**src/rtl/auction_pkg.sv**
```systemverilog
// Shared types and default sizes for the sealed-bid auction round sequencer.
package auction_pkg;

  localparam int unsigned NREQ_DEFAULT = 10;
  localparam int unsigned BW_DEFAULT   = 16;

  typedef enum logic [1:0] {
    IDLE,
    COLLECT,
    EVAL,
    GRANT
  } state_t;

  typedef logic [$clog2(NREQ_DEFAULT)-1:0] idx_t;

endpackage

```
**src/rtl/bid_masked_argmax.sv**
```systemverilog
// Combinational masked argmax: largest unsigned bid among masked requesters,
// lowest index wins ties.
module bid_masked_argmax
  import auction_pkg::*;
#(
  parameter int unsigned NREQ = NREQ_DEFAULT,
  parameter int unsigned BW   = BW_DEFAULT
) (
  input  logic [BW-1:0]           bids [NREQ],
  input  logic [NREQ-1:0]         mask,
  output logic [$clog2(NREQ)-1:0] idx,
  output logic [BW-1:0]           max_val,
  output logic                    any_valid
);

  localparam int unsigned IW = $clog2(NREQ);

  // Strict '>' keeps the earliest index on equal values.
  always_comb begin
    idx       = '0;
    max_val   = '0;
    any_valid = 1'b0;
    for (int unsigned i = 0; i < NREQ; i++) begin
      if (mask[i] && (!any_valid || bids[i] > max_val)) begin
        idx       = IW'(i);
        max_val   = bids[i];
        any_valid = 1'b1;
      end
    end
  end

endmodule

```
**src/rtl/auction_round_ctrl.sv**
```systemverilog
// One sealed-bid auction round: collect, evaluate masked argmax, hold grant.
// AUCTION_HOLD_TIMEOUT_EN adds a HOLD_MAX grant revocation; the release strobe is release_req since release is reserved.
module auction_round_ctrl
  import auction_pkg::*;
#(
  parameter int unsigned NREQ           = NREQ_DEFAULT,
  parameter int unsigned BW             = BW_DEFAULT,
  parameter int unsigned COLLECT_CYCLES = 8,
  parameter int unsigned HOLD_MAX       = 64
) (
  input  logic                    clk,
  input  logic                    rst_n,
  input  logic                    start,
  input  logic [NREQ-1:0]         bid_valid,
  input  logic [BW-1:0]           bids [NREQ],
  output logic                    bid_ready,
  output logic                    busy,
  output logic                    grant_valid,
  output logic [$clog2(NREQ)-1:0] grant_idx,
  output logic [BW-1:0]           grant_bid,
  input  logic                    release_req,
  output logic                    no_bids,
  output logic                    timeout
);

  localparam int unsigned IW = $clog2(NREQ);
  localparam int unsigned CW = $clog2(COLLECT_CYCLES) + 1;

  if (NREQ < 2 || NREQ > 16 || COLLECT_CYCLES < 1 || HOLD_MAX < 1) begin : g_cfg_error
    $error("auction_round_ctrl: unsupported parameter set");
  end

  state_t          state, state_next;
  logic [NREQ-1:0] mask, mask_next;
  logic [BW-1:0]   bid_q [NREQ];
  logic [CW-1:0]   win_cnt;
  logic            win_last;
  logic            all_in;
  logic [IW-1:0]   arg_idx;
  logic [BW-1:0]   arg_max;
  logic            arg_any;
  logic            hold_last;

  assign mask_next = mask | bid_valid;
  assign all_in    = &mask_next;
  assign win_last  = (win_cnt == CW'(COLLECT_CYCLES - 1));

  bid_masked_argmax #(
    .NREQ (NREQ),
    .BW   (BW)
  ) u_argmax (
    .bids      (bid_q),
    .mask      (mask),
    .idx       (arg_idx),
    .max_val   (arg_max),
    .any_valid (arg_any)
  );

`ifdef AUCTION_HOLD_TIMEOUT_EN
  localparam int unsigned HW = $clog2(HOLD_MAX) + 1;
  logic [HW-1:0] hold_cnt;
  logic          timeout_q;

  assign hold_last = (hold_cnt == HW'(HOLD_MAX - 1));

  // Counter idles at zero outside GRANT, so each grant starts a fresh hold.
  always_ff @(posedge clk) begin
    if (!rst_n) begin
      hold_cnt  <= '0;
      timeout_q <= 1'b0;
    end else begin
      timeout_q <= (state == GRANT) && !release_req && hold_last;
      hold_cnt  <= (state == GRANT) ? hold_cnt + 1'b1 : '0;
    end
  end

  assign timeout = timeout_q;
`else
  assign hold_last = 1'b0;
  assign timeout   = 1'b0;
`endif

  always_ff @(posedge clk) begin
    if (!rst_n) state <= IDLE;
    else        state <= state_next;
  end

  always_comb begin
    state_next = state;
    unique case (state)
      IDLE:    if (start) state_next = COLLECT;
      COLLECT: if (win_last || all_in) state_next = EVAL;
      EVAL:    state_next = arg_any ? GRANT : IDLE;
      GRANT:   if (release_req || hold_last) state_next = IDLE;
      default: state_next = IDLE;
    endcase
  end

  always_ff @(posedge clk) begin
    if (!rst_n) begin
      mask      <= '0;
      win_cnt   <= '0;
      grant_idx <= '0;
      grant_bid <= '0;
      no_bids   <= 1'b0;
      for (int unsigned i = 0; i < NREQ; i++) bid_q[i] <= '0;
    end else begin
      no_bids <= (state == EVAL) && !arg_any;
      if (state == IDLE && start) begin
        mask    <= '0;
        win_cnt <= '0;
        for (int unsigned i = 0; i < NREQ; i++) bid_q[i] <= '0;
      end
      if (state == COLLECT) begin
        mask    <= mask_next;
        win_cnt <= win_cnt + 1'b1;
        for (int unsigned i = 0; i < NREQ; i++) begin
          if (bid_valid[i]) bid_q[i] <= bids[i];
        end
      end
      if (state == EVAL && arg_any) begin
        grant_idx <= arg_idx;
        grant_bid <= arg_max;
      end
    end
  end

  assign bid_ready   = (state == COLLECT);
  assign busy        = (state != IDLE);
  assign grant_valid = (state == GRANT);

endmodule

```
**config.mk**
```make
export PLATFORM = sky130hd
export DESIGN_NAME = auction_round_ctrl
export DESIGN_NICKNAME = d
export VERILOG_FILES = /design/src/rtl/auction_pkg.sv /design/src/rtl/bid_masked_argmax.sv /design/src/rtl/auction_round_ctrl.sv
export SDC_FILE = /design/constraint.sdc
export NUM_CORES = 1
export LEC_CHECK = 0
export CORE_MARGIN = 10
export CORE_UTILIZATION = 50
export DETAILED_ROUTE_END_ITERATION = 8
export PLACE_DENSITY_LB_ADDON = 0.05
export SYNTH_ARGS = -nofsm -noshare
export SYNTH_HDL_FRONTEND = slang
export SYNTH_SLANG_ARGS = --single-unit
```
**constraint.sdc**
```tcl
create_clock -name clk -period 51.1 [get_ports clk]
set_input_delay 12.775 -clock clk [delete_from_list [all_inputs] [get_ports clk]]
set_output_delay 12.775 -clock clk [all_outputs]
set_load 0.02 [all_outputs]
```
# Yosys cells after proc, flatten, opt, wreduce, memory -nomap -nowiden
# Cells that the tools add are included.
# Widths: inputs -> output; s select.
dict set report op_classes {
  add_sub_neg 1
  n_mul 0
  n_div 0
  magnitude_cmp 9
  eq_ne 7
  n_shift 0
  muxes 50
  n_bitwise 1
  n_reduce_logical 37
}
# cell n
set ops {}
lappend ops {{$mux 16} 20}
lappend ops {{$mux 160} 2}
lappend ops {{$gt 16x16->1} 9}
lappend ops {{$mux 10} 2}
lappend ops {{$mux 4} 4}
lappend ops {{$logic_and 1x1->1} 12}
lappend ops {{$mux 2} 6}
lappend ops {{$mux 3} 4}
lappend ops {{$mux 1} 11}
lappend ops {{$logic_not 1->1} 10}
lappend ops {{$logic_or 1x1->1} 10}
lappend ops {{$or 10x10->10} 1}
lappend ops {{$reduce_and 10->1} 1}
lappend ops {{$pmux 2 s4} 1}
lappend ops {{$add 4x1->4 const B} 1}
lappend ops {{$eq 2x2->1 const B} 2}
lappend ops {{$eq 4x3->1 const B} 1}
lappend ops {{$ne 2x1->1 const B} 2}
lappend ops {{$reduce_bool 2->1} 2}
lappend ops {{$reduce_and 3->1} 1}
lappend ops {{$eq 2x1->1 const B} 1}
lappend ops {{$logic_not 2->1} 1}
lappend ops {{$ne 2x2->1 const B} 1}
dict set report totals {
  regBits 197
  latch_bits 0
  ramBits 0
  romBits 0
  input_bits 174
  output_inout_bits 25
  elab_cells 121
  memories 0
}

# Logic depth before layout (Yosys ltp)
dict set report logic_depth {
  ltp_word 39
  depth_mapped 97
}

# Cells and area by module
# Synthesis repeated with hierarchy kept, for this count alone.
dict set report hier_totals {
  cells_unflattened 1587
  area_unflattened_um2 13166.4
}
# mod instances cells_per_inst area_each_um2 seq_area_each_um2
set modules_own_cells {}
lappend modules_own_cells {auction_round_ctrl 1 721 7158.1 3943.8}
lappend modules_own_cells {bid_masked_argmax 1 866 6008.3 0.0}

# Worst setup path after synthesis
# Ideal clock, no wire load.
dict set report synth_timing {
  path_kind {reg-to-reg}
  from {register mask[0]}
  to {register grant_bid[10]}
  arrival_time_ns 19.544
  setup_slack_ns 31.486
  stages_incl_launch_ff 95
  path_buffers 16
  period_less_slack_ns 19.614
  path_cell_list {dfxtp_1 -> clkbuf_1 -> clkbuf_1 -> nand2_1 -> ha_1 -> nand2_1 -> or4_1 -> o31ai_1 -> a31o_1 -> buf_6 -> buf_2 -> mux2i_1 -> inv_1 -> ha_1 -> nand4_1 -> nor4_1 -> inv_1 -> o41a_1 -> [... 59 more ...] -> o211ai_1 -> a21boi_1 -> clkbuf_1 -> clkbuf_1 -> mux2_2 -> ha_1 -> a21o_1 -> a21o_1 -> a21oi_1 -> o221ai_1 -> o221ai_1 -> a31oi_1 -> o21ai_1 -> nor2b_1 -> clkbuf_1 -> clkbuf_1 -> o221ai_1 -> a21oi_1}
}
dict set report synth_between {
  elab_chain_len 38
}
# item line_no
set synth_rtl {}
lappend synth_rtl {{start, declared} auction_round_ctrl.sv:34} ;# logic [NREQ-1:0] mask, mask_next;
lappend synth_rtl {{start signal, assigned} auction_round_ctrl.sv:115} ;# mask <= mask_next;
lappend synth_rtl {{$mux 16 or $mux 1 (tied branches)} bid_masked_argmax.sv:24} ;# if (mask[i] && (!any_valid || bids[i] > max_val)) begin
lappend synth_rtl {{$gt 16x16->1 or $logic_not 1->1 (tied branches)} bid_masked_argmax.sv:24}
lappend synth_rtl {{$logic_or 1x1->1} bid_masked_argmax.sv:24}
lappend synth_rtl {{$logic_and 1x1->1} bid_masked_argmax.sv:24}
lappend synth_rtl {{$mux 16 or $mux 1 (tied branches)} bid_masked_argmax.sv:24}
lappend synth_rtl {{$gt 16x16->1 or $logic_not 1->1 (tied branches)} bid_masked_argmax.sv:24}
lappend synth_rtl {{$logic_or 1x1->1} bid_masked_argmax.sv:24}
lappend synth_rtl {{$logic_and 1x1->1} bid_masked_argmax.sv:24}
lappend synth_rtl {{[... 22 more ...]} -}
lappend synth_rtl {{$logic_or 1x1->1} bid_masked_argmax.sv:24}
lappend synth_rtl {{$logic_and 1x1->1} bid_masked_argmax.sv:24}
lappend synth_rtl {{$mux 16 or $mux 1 (tied branches)} bid_masked_argmax.sv:24}
lappend synth_rtl {{$gt 16x16->1 or $logic_not 1->1 (tied branches)} bid_masked_argmax.sv:24}
lappend synth_rtl {{$logic_or 1x1->1} bid_masked_argmax.sv:24}
lappend synth_rtl {{$logic_and 1x1->1} bid_masked_argmax.sv:24}
lappend synth_rtl {{$mux 1} bid_masked_argmax.sv:24}
lappend synth_rtl {{$logic_and 1x1->1} auction_round_ctrl.sv:121} ;# if (state == EVAL && arg_any) begin
lappend synth_rtl {{end signal, assigned} auction_round_ctrl.sv:123} ;# grant_bid <= arg_max;
lappend synth_rtl {{end, declared} auction_round_ctrl.sv:20} ;# output logic [BW-1:0] grant_bid,
# Parallel ways exist; a longest one is shown, timed or not.
# A chain may end at the register's enable or synchronous reset.

# Final worst setup path
dict set report layout_timing {
  from {register mask[0]}
  to {register grant_bid[2]}
}
# The elaborated chain is that of the path after synthesis.

==> flow_summary.json <==
{
  "dieArea_um2": 32500,
  "wl_met3_um": 1970,
  "syn_nets": 1822,
  "synth_seq_cells": 197,
  "wl_um": 41300,
  "cp_slowest_cell": "nor2b_1",
  "r2r_slack_ns": 26.29,
  "worstSkewPairLatency_ns": 0.45,
  "p_leak_nw": 6.16,
  "regArea_um2": 3940,
  "cts.sinks": 197,
  "seq_power_share": 0.373,
  "drv_cap": 0,
  "place_hpwl_um": 32200,
  "synth_area_leaders": "dfxtp_1 31%, ha_1 14%, a22oi_1 9.4%",
  "hold_buffers": 0,
  "crit_start": "mask[0]",
  "comb_power_share": 0.318,
  "synthCells": 1504,
  "route.detailed.drc": 0,
  "num_vias": 11692,
  "top_layer_used": "met4",
  "cts_tree": "yes",
  "relSlewSlack": 0.0688,
  "grt_max_degree": 72,
  "numCtsBuffers": 17,
  "clock_power_share": 0.308,
  "swShare": 0.348,
  "portBuffers": 197,
  "die_w_um": 180,
  "drive_gt1_frac": 0.0460,
  "path_common_cell": "ha_1",
  "fmax_mhz": 40.3,
  "cts-root-buf": "clkbuf_16",
  "cts.path.max_buffers": 2,
  "area_delta_synth_final_pct": 21.2,
  "ff2ff_path_depth": 84,
  "ctsResizeCount": 0,
  "finClkSkew_ns": 0.0157,
  "grtUsageTotal": 0.243,
  "antenna_cells": 0,
  "core_um2": 25300,
  "ant_nets": 0,
  "switchingPower_uw": 159,
  "period_needed_ns": 24.81,
  "synth_top_area_share": 0.307,
  "cp-endpoint": "grant_bid[2]",
  "gp_congestion": 0.935,
  "setup_violations": 0,
  "htreeDepth": 4,
  "synth_top_cell_by_area": "dfxtp_1",
  "n_fill_cell": 2285,
  "finalCritPeriodShare": 0.486,
  "vias_per_cell": 5.90,
  "synth_edf_count": 0,
  "first_global_vias": 11517,
  "grt_antenna_before_repair": 0,
  "post_cts_buffers": 0,
  "ir_drop_mv": 0.0201,
  "p_int_uw": 298,
  "synth_flop_cell": "dfxtp_1",
  "synthArstFlopShare": 0,
  "critPathLaunchType": "register",
  "crit_family": "compound AO/OA/AOI/OAI gates",
  "wl_met1_um": 18400,
  "final_max_slew_viol_count": 0,
  "initial_core_util": 0.508,
  "multi_input_area_um2": 8250,
  "crit_buf_inv": 9,
  "num-nets-final": 1958,
  "r2r_start": "mask[0]",
  "wl_per_cell_um": 20.8,
  "overflow": 0,
  "worstMarginPinSlew_ns": 1.39,
  "slowest_delay_ns": 1.12,
  "grt_pass1_wl_um": 64400,
  "power.density_nw_per_um2": 29.4,
  "reg2reg_to": "grant_bid[2]",
  "syn_avg_cell_area_um2": 8.54,
  "netlist_area_um2": 12800,
  "hold_slack_ns": 0.506,
  "clk_pin_slew_ns": 0.09,
  "ios": 199,
  "ys_types": 71,
  "final.setup.tns_ns": 0,
  "rows": 58,
  "die_y_um": 180,
  "ys_seq_area_frac": 0.307,
  "wl_met2_um": 20100,
  "first_iter_violations": 991,
  "crit_type": "reg2reg",
  "dr.pass1.iters": 8,
  "path_max_fanout": 36,
  "crit_cells": 84,
  "hold_class": "reg2reg",
  "hold_viol_final": 0,
  "yosysWarningCount": 0,
  "rsz0062_at_grt": "no",
  "worstSetupEndpointType": "register",
  "status": "finished, final reports clean",
  "critical_path_arrival_ns": 25.19,
  "required_ns": 51.48
}
-- cells in the mapped netlist (32+ instances only) --
| master | count |
|---|---|
| a21oi_1 | 53 |
| mux2i_1 | 43 |
| o21ai_0 | 53 |
| nor2b_1 | 169 |
| inv_1 | 84 |
| ha_1 | 144 |
| dfxtp_1 | 197 |
| clkbuf_1 | 75 |
| nand2_1 | 105 |
| a21o_1 | 37 |
| nor2_1 | 94 |
| o21a_1 | 32 |
| a22oi_1 | 160 |
-- how the worst min path moves through the flow --
stage | from | endpoint | slack [ns] | depth (start not counted)
6_report | win_cnt[1] | win_cnt[1] | 0.51 | 2
5_1_grt | grant_idx[1] | grant_idx[1] | 0.53 | 1
4_1_cts | win_cnt[1] | win_cnt[1] | 0.50 | 2
3_3_place_gp | grant_idx[3] | grant_idx[3] | 0.49 | 1
3_5_place_dp | win_cnt[1] | win_cnt[1] | 0.49 | 2
2_1_floorplan | win_cnt[1] | win_cnt[1] | 0.47 | 2
-- stage by stage --
stage               instances  utilization  setup WS, ns  total power [mW]  area (um^2)
CTS                      1983        0.616         26.61             0.458        15600
finish                   1983        0.616         26.29             0.457        15600
detailed placement       1951        0.593         26.74             0.317        15000
floorplan                1504            -         31.49             0.270        12800
global placement         1951        0.593         27.39             0.316        15000
global route             1983        0.616         24.06             0.482        15600
-- per-layer routing --
metal,global-route usage,vias to the layer above
met4,0.0614,0
met2,0.421,320
met5,0,-
met1,0.301,5502
met3,0.0484,53
li1,-,5817
-- area by class of cell --
| class | instances | share of cell area |
|---|---|---|
| Timing Repair Buffer | 207 | 0.131 |
| Sequential cell | 197 | 0.253 |
| Clock buffer | 19 | 0.0285 |
| Inverter | 84 | 0.0203 |
| Tap cell | 330 | 0.0265 |
| Clock inverter | 13 | 0.0101 |
| Multi-Input combinational cell | 1133 | 0.530 |
-- flip-flops by register name, indices dropped and copies added, names as in the netlist --
| signal | count |
|---|---|
| win_cnt | 4 |
| grant_idx | 4 |
| no_bids | 1 |
| mask | 10 |
| state | 2 |
| grant_bid | 16 |
| bid_q | 160 |
-- worst min-delay path, cell delays in order (launching register included) --
cell,delay (ns)
dfxtp_1,0.33
nand3_1,0.06
a21boi_0,0.07
-- cells by family (layout without fill, tap and decap cells) --
family	Yosys count	count (layout)	synth area share
fa+ha+maj	144	144	0.140
simple gates	457	457	0.183
mux	65	65	0.0546
compound gates	466	466	0.262
flops	197	197	0.307
other cells	1	1	0.000292
buf+inv	174	323	0.0525
-- cell usage in the layout (no fill, tap or decap), types with 6 or more instances in the layout --
cell               n
o21a_1            32
a21boi_0          15
nand4_1           19
a211oi_1          10
nand2_1          105
nor2_1            93
clkdlybuf4s50_1  196
mux2_4             6
clkbuf_16         17
o22ai_1            6
nor3_1             8
a21oi_1           52
a21o_1            37
ha_1             144
buf_4             11
mux2i_1           43
a222oi_1          14
nand3_1           21
and2_1            15
nor2b_1          169
a221oi_1          15
mux2_2            16
o21ai_0           53
a22oi_1          160
o221ai_1          19
inv_1             84
dfxtp_1          197
-- power groups by stage --
stage          clock [mW]  combinational (mW)  sequential (mW)
6_report            0.141               0.145            0.171
5_1_grt             0.149               0.161            0.171
4_1_cts             0.143               0.144            0.170
3_5_place_dp            0               0.143            0.174
3_3_place_gp            0               0.141            0.174
2_1_floorplan           0               0.100            0.170
Power figures use the tool's default switching activity.
==> patch (same settings) <==
Build with the macro `AUCTION_HOLD_TIMEOUT_EN` defined.
--- a/src/rtl/auction_round_ctrl.sv
+++ b/src/rtl/auction_round_ctrl.sv
@@ -1,4 +1,6 @@
 // One sealed-bid auction round: collect, evaluate masked argmax, hold grant.
 // AUCTION_HOLD_TIMEOUT_EN adds a HOLD_MAX grant revocation; the release strobe is release_req since release is reserved.
+`define AUCTION_HOLD_TIMEOUT_EN
+
 module auction_round_ctrl
   import auction_pkg::*;
Check against the original RTL: no difference found for any inputs over 4 cycles, from zero or initial values and one cycle with rst_n low; that may be too few to reach the edited logic, so the function may still have changed.
==> patch against the unedited design <==
Power up 5.7%; critical path depth rose by 3; global-route usage up 0.16 points; wire length rose by 4.6%; first-iteration DRC count increased by 12%; core utilization shrank 0.14 points; synthesized cell count grew 6.1%; via count is 7.8% higher; final cell count rose by 5.4%; synthesized area grew 5.3%; design area grew 5.9%; count of clock-buffer cells in the layout up 18; worst setup slack improved by 940 ps; sequential cell count is 8 higher; critical path type unchanged; largest power group unchanged; highest routed layer unchanged.
==> patch: results (changes against the unedited design) <==
| Metric | Value |
|---|---|
| DRT Wirelength | 43200 um (+4.6%) |
| Antenna diodes | 0 (unchanged) |
| Clock Skew | 11.3 ps (-4.40 ps) |
| Post-synthesis cell type count | 64 (-9.9%) |
| Arr. time, crit path | 24250 ps (-940 ps) |
| Routed len/inst | 20.7 um (-0.78%) |
| Vias in the first global route | 11.9k (+3.7%) |
| Critical-path top delay cell | a21oi_1 |
| Post-synth top cells | 205 x dfxtp_1, 176 x nor2b_1, 174 x a22oi_1, 145 x ha_1, 96 x nor2_1 |
| Pleak | 6.14 nW (-0.45%) |
| Reg clk slew, reported paths | 60 ps (-30 ps) |
| Max clock buf depth | 3 (+1) |
| DP HPWL | 33200 um (+3.1%) |
| Met1 Wirelength | 19400 um (+5.8%) |
| Dpl cell area | 15700 um2 (+4.7%) |
| Met2 Use GR | 38.9% (-3.2 points) |
| Storage cell area | 4100 um2 (+4.1%) |
| First-pass GRT wire length | 67000 um (+4.1%) |
| Met3 Track Usage GR | 4.15% (-0.68 points) |
| Dpl ws | 27760 ps (+1020 ps) |
| All-Layer GR Usage | 24.5% (+0.16 points) |
| # placed instances | 2047 (+4.9%) |
| Status | completed |
| Routed wl met3 | 2670 um (+35%) |
| DRT iter0 DRCs | 1114 (+12%) |
| Worst vdd ir | 26.4 uV (+31%) |
| Min-delay worst type | reg -> reg |
| Ratio of cells with drive above 1 in the final layout | 5.71% (+1.1 points) |
| Post-CTS Setup Bufs | 0 (unchanged) |
| H-Tree Depth | 1 (-3) |
| Clock buffer count from CTS | 24 (+7) |
| Cells after Synth | 1595 (+6.1%) |
| Synth area leaders | dfxtp_1 30%, ha_1 13%, a22oi_1 9.7% |
| Metal2 WL | 19600 um (-2.5%) |
| Vias | 12.6k (+7.8%) |
| I/O Buffers | 198 (+0.51%) |
| Met1 Use GR | 32.7% (+2.6 points) |
| DR pass1 iterations | 5 (-3) |
| Max incr delay on CP | 950 ps (-170 ps) |
| Worst Path Max Fanout | 39 (+8.3%) |
-- patch: cell types whose count changed after synthesis, sizes merged, moves of 15 or more --
cell / unedited run / this run
a21oi: 54 / 87
a211oi: 11 / 39
a311oi: 2 / 30
a21o: 37 / 20
a221oi: 15 / 0
-- patch: worst paths after layout --
path | startpoint | to | slack (ps) | cells after the start
hold reg to reg | hold_cnt[0] | hold_cnt[0] | 460 | 1
hold / removal | hold_cnt[0] | hold_cnt[0] | 460 | 1
setup / recovery | mask[0] | grant_bid[14] | 27230 | 87
setup reg to reg | mask[0] | grant_bid[14] | 27230 | 87
-- patch: kinds of logic (layout without fill, tap and decap cells) --
| kind of cell | count (synthesis) | after routing | synth area share [%] |
|---|---|---|---|
| and+or+nand+nor | 482 | 482 | 18.7 |
| xor gates and xnor gates | 3 | 3 | 0.194 |
| muxes | 62 | 62 | 4.76 |
| buffers and inverters | 183 | 338 | 5.21 |
| DFF | 205 | 205 | 30.3 |
| AOI/OAI and AO/OA | 515 | 515 | 27.4 |
| adders and majority gates | 145 | 145 | 13.4 |
-- patch: worst max-delay path: cells and delay by family (launching register included) --
kind | cells | cell delay, ps
buffers and inverters | 7 | 1530
AO/OA/AOI/OAI | 44 | 9030
AND/OR/NAND/NOR | 23 | 7650
multiplexers | 4 | 1840
flip-flops | 1 | 820
adder cells (fa/ha/maj) | 9 | 2790
-- patch: power breakdown --
group          switching (mW)  internal, mW  total, mW
clock network          0.0694         0.107      0.176
registers             0.00921         0.167      0.177
logic                  0.0753        0.0547      0.130
-- patch: cell type report --
type                    instances  share of cell area (%)
well taps                     341                    2.59
clock buffers                  37                    4.37
inverters                      81                    1.84
clock inverters                 7                   0.554
multi-input cells            1207                    53.0
repair buffers                213                    12.7
flip-flops and latches        205                    24.9
